===== config.mk =====
export PLATFORM = sky130hd
export DESIGN_NAME = sp_bram_rr_arb_flat
export DESIGN_NICKNAME = d
export VERILOG_FILES = /design/src/rtl/sp_bram_rr_arb_if.sv /design/src/rtl/sp_bram_rr_arb.sv /design/src/flat_wrapper.sv
export SDC_FILE = /design/constraint.sdc
export NUM_CORES = 1
export LEC_CHECK = 0
export ABC_AREA = 1
export CELL_PAD_IN_SITES_DETAIL_PLACEMENT = 0
export CELL_PAD_IN_SITES_GLOBAL_PLACEMENT = 1
export CORE_MARGIN = 2
export CORE_UTILIZATION = 25
export DETAILED_ROUTE_END_ITERATION = 12
export PLACE_DENSITY = 0.94
export SLEW_MARGIN = 20
export SYNTH_ARGS = -nofsm -noshare
export SYNTH_HDL_FRONTEND = slang
export SYNTH_SLANG_ARGS = --single-unit

===== constraint.sdc =====
create_clock -name clk -period 3.55 [get_ports clk]
set_input_delay 0.5325 -clock clk [delete_from_list [all_inputs] [get_ports clk]]
set_output_delay 0.5325 -clock clk [all_outputs]
set_load 0.01 [all_outputs]

===== src/rtl/sp_bram_rr_arb_if.sv =====
// Bus bundle between requesters, the round-robin arbiter and the single-port RAM.
// The master side is the client/RAM environment; the slave side is the arbiter.
interface sp_bram_rr_arb_if #(
    parameter int unsigned G_NREQ  = 4,
    parameter int unsigned G_ADDR  = 6,
    parameter int unsigned G_WIDTH = 16
);
    logic [G_NREQ-1:0]         req;
    logic [G_NREQ-1:0]         req_we;
    logic [G_NREQ*G_ADDR-1:0]  req_addr;
    logic [G_NREQ*G_WIDTH-1:0] req_din;
    logic [G_NREQ-1:0]         gnt;
    logic [G_NREQ-1:0]         rvalid;
    logic [G_WIDTH-1:0]        rdata;
    logic                      ram_we;
    logic [G_ADDR-1:0]         ram_addr;
    logic [G_WIDTH-1:0]        ram_din;
    logic [G_WIDTH-1:0]        ram_dout;

    modport master (
        output req, req_we, req_addr, req_din, ram_dout,
        input  gnt, rvalid, rdata, ram_we, ram_addr, ram_din
    );

    modport slave (
        input  req, req_we, req_addr, req_din, ram_dout,
        output gnt, rvalid, rdata, ram_we, ram_addr, ram_din
    );
endinterface


===== src/rtl/sp_bram_rr_arb.sv =====
// Round-robin arbiter sharing one single-port, registered-read block RAM among
// G_NREQ requesters; one access per cycle, read data returned 2 cycles after grant.
module sp_bram_rr_arb #(
    parameter int unsigned G_NREQ  = 4,
    parameter int unsigned G_ADDR  = 6,
    parameter int unsigned G_WIDTH = 16
) (
    input  logic           clk,
    input  logic           rst_n,
    sp_bram_rr_arb_if.slave bus
);
    localparam int unsigned PW = (G_NREQ > 1) ? $clog2(G_NREQ) : 1;

    logic [PW-1:0]      ptr;
    logic [PW-1:0]      gid;
    logic               gvalid;
    logic [G_ADDR-1:0]  addr_arr [G_NREQ];
    logic [G_WIDTH-1:0] din_arr  [G_NREQ];
    logic               s1_v, s2_v;
    logic [PW-1:0]      s1_id, s2_id;

    always_comb begin
        for (int unsigned i = 0; i < G_NREQ; i++) begin
            addr_arr[i] = bus.req_addr[i*G_ADDR +: G_ADDR];
            din_arr[i]  = bus.req_din[i*G_WIDTH +: G_WIDTH];
        end
    end

    // Scan from ptr, wrapping; first asserted request wins.
    always_comb begin
        int unsigned idx;
        idx    = 0;
        gvalid = 1'b0;
        gid    = '0;
        for (int unsigned k = 0; k < G_NREQ; k++) begin
            idx = (32'(ptr) + k) % G_NREQ;
            if (!gvalid && bus.req[idx]) begin
                gvalid = 1'b1;
                gid    = PW'(idx);
            end
        end
        if (!rst_n) begin
            gvalid = 1'b0;
        end
    end

    always_comb begin
        bus.gnt = '0;
        if (gvalid) begin
            bus.gnt[gid] = 1'b1;
        end
    end

    always_ff @(posedge clk) begin
        if (!rst_n) begin
            ptr          <= '0;
            bus.ram_we   <= 1'b0;
            bus.ram_addr <= '0;
            bus.ram_din  <= '0;
            s1_v         <= 1'b0;
            s1_id        <= '0;
            s2_v         <= 1'b0;
            s2_id        <= '0;
        end else begin
            s2_v  <= s1_v;
            s2_id <= s1_id;
            s1_v  <= gvalid && !bus.req_we[gid];
            s1_id <= gid;
            if (gvalid) begin
                ptr          <= PW'((32'(gid) + 1) % G_NREQ);
                bus.ram_we   <= bus.req_we[gid];
                bus.ram_addr <= addr_arr[gid];
                bus.ram_din  <= din_arr[gid];
            end else begin
                bus.ram_we <= 1'b0;
            end
        end
    end

    always_comb begin
        bus.rvalid = '0;
        if (s2_v) begin
            bus.rvalid[s2_id] = 1'b1;
        end
    end

    assign bus.rdata = bus.ram_dout;
endmodule


===== src/flat_wrapper.sv =====
// flat-port wrapper written by rule: the top's interface ports become plain ports
module sp_bram_rr_arb_flat 
#(
    parameter int unsigned G_NREQ  = 4,
    parameter int unsigned G_ADDR  = 6,
    parameter int unsigned G_WIDTH = 16
)
  (clk, rst_n, bus_req, bus_req_we, bus_req_addr, bus_req_din, bus_ram_dout, bus_gnt, bus_rvalid, bus_rdata, bus_ram_we, bus_ram_addr, bus_ram_din);
  sp_bram_rr_arb_if #(.G_NREQ(G_NREQ), .G_ADDR(G_ADDR), .G_WIDTH(G_WIDTH)) bus_i ();
  input  logic clk;
  input  logic rst_n;
  input wire logic [$bits(bus_i.req)-1:0] bus_req;
  input wire logic [$bits(bus_i.req_we)-1:0] bus_req_we;
  input wire logic [$bits(bus_i.req_addr)-1:0] bus_req_addr;
  input wire logic [$bits(bus_i.req_din)-1:0] bus_req_din;
  input wire logic [$bits(bus_i.ram_dout)-1:0] bus_ram_dout;
  output wire logic [$bits(bus_i.gnt)-1:0] bus_gnt;
  output wire logic [$bits(bus_i.rvalid)-1:0] bus_rvalid;
  output wire logic [$bits(bus_i.rdata)-1:0] bus_rdata;
  output wire logic [$bits(bus_i.ram_we)-1:0] bus_ram_we;
  output wire logic [$bits(bus_i.ram_addr)-1:0] bus_ram_addr;
  output wire logic [$bits(bus_i.ram_din)-1:0] bus_ram_din;
  assign bus_i.req = bus_req;
  assign bus_i.req_we = bus_req_we;
  assign bus_i.req_addr = bus_req_addr;
  assign bus_i.req_din = bus_req_din;
  assign bus_i.ram_dout = bus_ram_dout;
  assign bus_gnt = bus_i.gnt;
  assign bus_rvalid = bus_i.rvalid;
  assign bus_rdata = bus_i.rdata;
  assign bus_ram_we = bus_i.ram_we;
  assign bus_ram_addr = bus_i.ram_addr;
  assign bus_ram_din = bus_i.ram_din;
  sp_bram_rr_arb #(.G_NREQ(G_NREQ), .G_ADDR(G_ADDR), .G_WIDTH(G_WIDTH)) u_core (.clk(clk), .rst_n(rst_n), .bus(bus_i));
endmodule

# Word level (Yosys, flattened, before mapping)
# Cells that the tools add are included.
word_totals:
  register_bits: 31
  inputBits: 114
op_classes:
  n_addsub: 4
  n_lt_le_gt_ge: 9
  muxes: 31
  bitwise_logic: 1
  reduce_logical: 11
op_table:
  columns: ["operator", "count"]
  rows:
  - ["16-bit binary-select mux with 2-bit select", 1]
  - ["16-bit two-way mux", 2]
  - ["2-bit by 3-bit less-than comparator with 1-bit output, second input constant", 6]
  - ["6-bit binary-select mux with 2-bit select", 1]
  - ["1-bit two-way mux", 12]
  - ["6-bit two-way mux", 2]
  - ["1-bit binary-select mux with 2-bit select", 5]
  - ["2-bit two-way mux", 4]
  - ["4-bit two-way mux", 2]
  - ["1-bit logical AND", 6]
  - ["2-bit by 1-bit adder with 2-bit output, second input constant", 2]
  - ["2-bit adder, second input constant", 2]
  - ["1-bit demux with 2-bit select", 2]
  - ["2-bit by 1-bit greater-or-equal comparator with 1-bit output, second input constant", 2]
  - ["1-bit zero test", 4]
  - ["3-bit greater-or-equal comparator, second input constant", 1]
  - ["2-bit NOT with 3-bit output", 1]
  - ["2-bit AND reduction", 1]

# Longest topological paths before layout
logic_depth:
  word_depth: 17
  ltp_mapped: 15
  depth_no_buf: 15

# Least setup slack after synthesis
# No wires, ideal clock.
synth_timing:
  path_kind: "input to output"
  startpoint: "input bus_req[1]"
  endpoint: "output bus_gnt[3]"
  t_arrival_ps: 1659
  setup_slack_ps: 1359
  cell_stages: 10
  path_buffers: 2
  cell_sequence: "inv_1 > nand2_1 > nand3_1 > nand2_1 > inv_1 > nand3_2 > buf_6 > nand3_4 > buf_2 > nor3_1"
synth_between:
  elab_chain_len: 17
  word_cells_on_any_way: 29
  classes_between: "2 x order compare; 20 x mux; 7 x reduce/logical"
synth_rtl:
  columns: ["element", "line", "rtl"]
  rows:
  - ["from (decl)", "flat_wrapper.sv:12", "input wire logic [$bits(bus_i.req)-1:0] bus_req;"]
  - ["1-bit binary-select mux with 2-bit select", "sp_bram_rr_arb.sv:37", "if (!gvalid && bus.req[idx]) begin"]
  - ["1-bit two-way mux (not written as such)", "sp_bram_rr_arb.sv:37", null]
  - ["1-bit two-way mux", "sp_bram_rr_arb.sv:37", null]
  - ["1-bit zero test", "sp_bram_rr_arb.sv:37", null]
  - ["1-bit logical AND", "sp_bram_rr_arb.sv:37", null]
  - ["1-bit two-way mux", "sp_bram_rr_arb.sv:37", null]
  - ["1-bit zero test", "sp_bram_rr_arb.sv:37", null]
  - ["1-bit logical AND", "sp_bram_rr_arb.sv:37", null]
  - ["1-bit two-way mux", "sp_bram_rr_arb.sv:37", null]
  - ["1-bit zero test", "sp_bram_rr_arb.sv:37", null]
  - ["1-bit logical AND", "sp_bram_rr_arb.sv:37", null]
  - ["2-bit two-way mux", "sp_bram_rr_arb.sv:37", null]
  - ["2-bit by 3-bit less-than comparator with 1-bit output (not written as such) / 2-bit by 1-bit greater-or-equal comparator with 1-bit output (equally long branches)", "sp_bram_rr_arb.sv:50", "bus.gnt[gid] = 1'b1;"]
  - ["1-bit logical AND (not written as such)", "sp_bram_rr_arb.sv:50", null]
  - ["1-bit two-way mux (not written as such)", "sp_bram_rr_arb.sv:50", null]
  - ["1-bit demux with 2-bit select", null, null]
  - ["4-bit two-way mux *", "sp_bram_rr_arb.sv:49", "if (gvalid) begin"]
  - ["to (decl)", "flat_wrapper.sv:17", "output wire logic [$bits(bus_i.gnt)-1:0] bus_gnt;"]
# Mark *: on every way between the ends. The rest lies on a longest branch, timed or not. The select of a mux whose other input is x is not followed.

# Worst setup path in the final report
layout_timing:
  startpoint: "register u_core.ptr[0]"
  endpoint: "output bus_gnt[0]"
layout_between:
  elab_chain_len: 17
  word_cells_on_any_way: 32
  classes_between: "3 x add/sub; 2 x order compare; 20 x mux; 7 x reduce/logical"
layout_rtl:
  columns: ["element", "line", "rtl"]
  rows:
  - ["from (decl)", "sp_bram_rr_arb.sv:14", "logic [PW-1:0] ptr;"]
  - ["from (signal assigned)", "sp_bram_rr_arb.sv:70", "ptr <= PW'((32'(gid) + 1) % G_NREQ);"]
  - ["branches (longest 16 deep; another with 2-bit by 3-bit less-than comparator with 1-bit output)", null, null]
  - ["4-bit two-way mux *", "sp_bram_rr_arb.sv:49", null]
# Every way passes the cells marked *. The select of a mux whose other input is x is not followed.

==> implementation parameters <==
Parameter                              Value

Synthesis
  Gate count after technology mapping ... 444
  Flops & latches, synth ... 31
  Synthesis Warnings ... 0
  Post-synthesis average cell area ... around 5.7 sq um
  Netlist area before placement ... approximately 0.0025 sq mm
  Portion of the post-synthesis area used by sequential elements ... roughly 24%
  Nets in the synthesized netlist ... around 560
  Count of cell types in the netlist ... 22

Job
  Number of violations of the max-capacitance limit ... 0

STA
  Setup Skew ... approximately 0.0036 ns
  Final Hold Violating Endpoints ... 0
  Actual transition at the worst max-transition pin ... roughly 0.47 ns
  F_max ... ~310 MHz
  Final Slew Violations ... 0
  Share of the cycle needed by the critical path after routing ... slightly above 90%
  Final setup violating endpoints ... 0
  Relative max-transition margin ... 68.8%
  Unrepaired setup endpoints after global routing ... no
  Setup_tns ... 0 ns
  Minimum clock period ... ~3.2 ns

Clock tree
  Maximum number of buffers from clock root to sink ... 2
  Clock Tree Root ... sky130_fd_sc_hd__clkbuf_8
  CTS tree ... built
  Clock buffers created by TritonCTS ... 5
  Hold Buf Count CTS ... 0
  # resized after CTS ... 0
  Clock-pin slew on the worst setup and hold paths ... roughly 0.07 ns
  Clock latency at the later pin of the worst-skew pair ... between 0.2 and 0.3 ns
  Total number of H-tree levels ... 2
  Setup repair bufs after CTS ... 0
  Clock sink total ... 31

Final layout
  Area taken by flip-flops and latches ... about 620 sq um
  Post-route core utilization ... 39.6%
  Net count reported at finish ... 660
  Count of placed standard cells in the final layout, fillers left out ... just under 700
  Layout cell share with drive strength beyond 1 ... ~6.2%
  Number of antenna diodes ... 0
  # fillers ... around 1,100
  Synthesis-to-layout area growth ... 53.1%
  Combined area of the multi-input logic cells ... around 0.0014 sq mm

Floorplanning
  Die boundary width ... 105 um
  Initial Utilization ... between 20% and 30%
  Y dimension of the die ... ~100 um
  Core Footprint ... 0.00982 sq mm
  Die footprint ... 0.0110 sq mm
  Standard-cell row count ... 36
  Ports placed on the boundary ... between 150 and 200

Route
  Routed vias ... 3,099
  Wire length per cell after detailed routing ... between 10 and 15 um
  Initial drt markers ... about 110
  Final ANT Viol Nets ... 0
  Total wire length ... between 8 and 9 mm
  Number of optimization iterations in the first detailed-route pass ... 4
  Via count normalized by instance count ... 4.56
  Residual DRC count ... 0

Worst setup path
  Slowest Stage Delay on Critical Path ... 0.56 ns
  Crit. End Element ... output port
  Cells traversed along the worst timing path ... inv_2, nand2_1, nand2_1, nand2_1, nand2_1, nand2_2, nand3_2, nand3_4, nand2_4, nor2_1, clkdlybuf4s50_1
  Startpoint type of the worst setup path ... flop
  Crit path arrival time ... about 2.7 ns
  Peak fanout along the critical path ... 13
  Data required, critical path ... 3.02 ns
  Cell with the most instances on the worst path ... sky130_fd_sc_hd__nand2_1
  Slowest cell on the critical path ... sky130_fd_sc_hd__dfxtp_1
  Crit Path Category ... reg2out

GRT
  Vias in the first global route ... between 3,000 and 4,000
  Total track usage ... between 15 and 20%
  Pin count of the biggest net entering global routing ... 46
  First-pass GRT wire length ... 14.1 mm
  Number of antenna violations at the first check in global routing ... 0
  Remaining global-route overflow ... 0

Place
  Port bufs ... 128
  Post-detail-place hpwl ... roughly 6.4 mm
  Number of placed instances with taps included ... roughly 670
  Last weighted congestion value of the routability-driven placer ... a little over 0.8

Power
  Leak ... between 1.5 and 2 nW
  Total power per unit cell area ... 863 mW/mm^2
  Peak ir drop on the vdd network ... 0.334 mV
  Power consumption ... 0.00336 W

Run status
  Run status ... finished, final reports clean

Min path
  Type of the worst min-delay path ... reg2reg
-- sequential cells by signal (all words and copies together), names as in the netlist --
register / cells
u_core.bus.ram_din: 16
u_core.ptr: 2
u_core.s2_v: 1
u_core.s1_id: 2
u_core.bus.ram_we: 1
u_core.s1_v: 1
u_core.bus.ram_addr: 6
u_core.s2_id: 2
-- power by group --
| group | internal, W | switching (W) |
|---|---|---|
| sequential | 0.000503 | 0.0000871 |
| combinational | 0.000941 | 0.00151 |
| clock | 0.000177 | 0.000139 |
| total | 0.00162 | 0.00174 |
-- Yosys cell counts --
cell type	count	area (sq um)
sky130_fd_sc_hd__inv_1	62	233
sky130_fd_sc_hd__nand3_1	73	365
sky130_fd_sc_hd__nor2_2	1	6.26
sky130_fd_sc_hd__o211ai_1	1	7.51
sky130_fd_sc_hd__dfxtp_1	31	621
sky130_fd_sc_hd__nand2_1	114	428
sky130_fd_sc_hd__nand3_2	2	20.0
sky130_fd_sc_hd__buf_1	2	7.51
sky130_fd_sc_hd__nand2_2	2	12.5
sky130_fd_sc_hd__nand2_4	2	22.5
sky130_fd_sc_hd__o21ai_0	24	120
sky130_fd_sc_hd__nand4_1	23	144
sky130_fd_sc_hd__clkbuf_1	5	18.8
sky130_fd_sc_hd__nor2_4	1	11.3
sky130_fd_sc_hd__buf_4	25	188
sky130_fd_sc_hd__a21oi_1	2	10.0
sky130_fd_sc_hd__buf_2	11	55.1
sky130_fd_sc_hd__buf_6	2	22.5
sky130_fd_sc_hd__inv_2	5	18.8
sky130_fd_sc_hd__nor2_1	49	184
sky130_fd_sc_hd__nor3_1	6	30.0
sky130_fd_sc_hd__nand3_4	1	17.5
-- through the flow --
step | hold slack (ns) | setup slack (ns) | cell area [sq um]
5_1_grt | 0.447 | 0.0920 | 3890
3_3_place_gp | 0.400 | 0.392 | 3790
4_1_cts | 0.420 | 0.294 | 3890
3_5_place_dp | 0.404 | 0.361 | 3790
6_report | 0.416 | 0.314 | 3890
2_1_floorplan | 0.390 | 1.36 | 2540
-- cell families (layout without fill, tap and decap cells) --
group	after synthesis	after routing	share of synthesized area, %
and+or+nand+nor	274	274	48.8
buffers and inverters	112	215	21.4
DFF	31	31	24.4
AOI/OAI and AO/OA	27	27	5.41
-- layout make-up --
type | instances | share of cell area (%)
well taps | 133 | 4.28
repair buffers | 140 | 35.2
multi-input cells | 301 | 35.5
clock buffers | 8 | 2.57
flip-flops and latches | 31 | 15.9
inverters | 67 | 6.46
-- worst paths after layout --
check                        startpoint                                  to  slack [ns]  cells past startpoint
min reg2reg  u_core.s1_id[1]$_SDFF_PN0_          u_core.s2_id[1]$_SDFF_PN0_        0.42                      2
min          u_core.s1_id[1]$_SDFF_PN0_          u_core.s2_id[1]$_SDFF_PN0_        0.42                      2
max reg2reg  u_core.ptr[0]$_SDFFE_PN0P_  u_core.bus.ram_din[2]$_SDFFE_PN0P_        0.79                     14
max          u_core.ptr[0]$_SDFFE_PN0P_                          bus_gnt[0]        0.31                     11
-- critical path, delay by kind of cell (launching register included) --
family                 cells  cell delay [ns]
DFF                        1             0.56
and+or+nand+nor            9             1.15
buffers and inverters      2             0.71
-- cell usage in the layout, fill, tap and decap left out, drive strengths merged --
master	netlist	routed
a21oi	2	2
buf	40	12
clkbuf	5	8
clkdlybuf4s50	0	128
dfxtp	31	31
inv	67	67
nand2	118	118
nand3	76	76
nand4	23	23
nor2	51	51
nor3	6	6
o211ai	1	1
o21ai	24	24
-- per-layer routing --
layer / wire length (um) / vias to the layer above / part of all wire [%] / global-route usage (%)
met5: 0 / - / 0 / 0
met3: 666 / 16 / 7.7 / 4.05
met2: 4050 / 150 / 47 / 26.9
met4: 144 / 0 / 1.7 / 5.62
li1: - / 1588 / - / -
met1: 3810 / 1345 / 44 / 18.5
No activity file was read; power rests on OpenSTA's default activity.
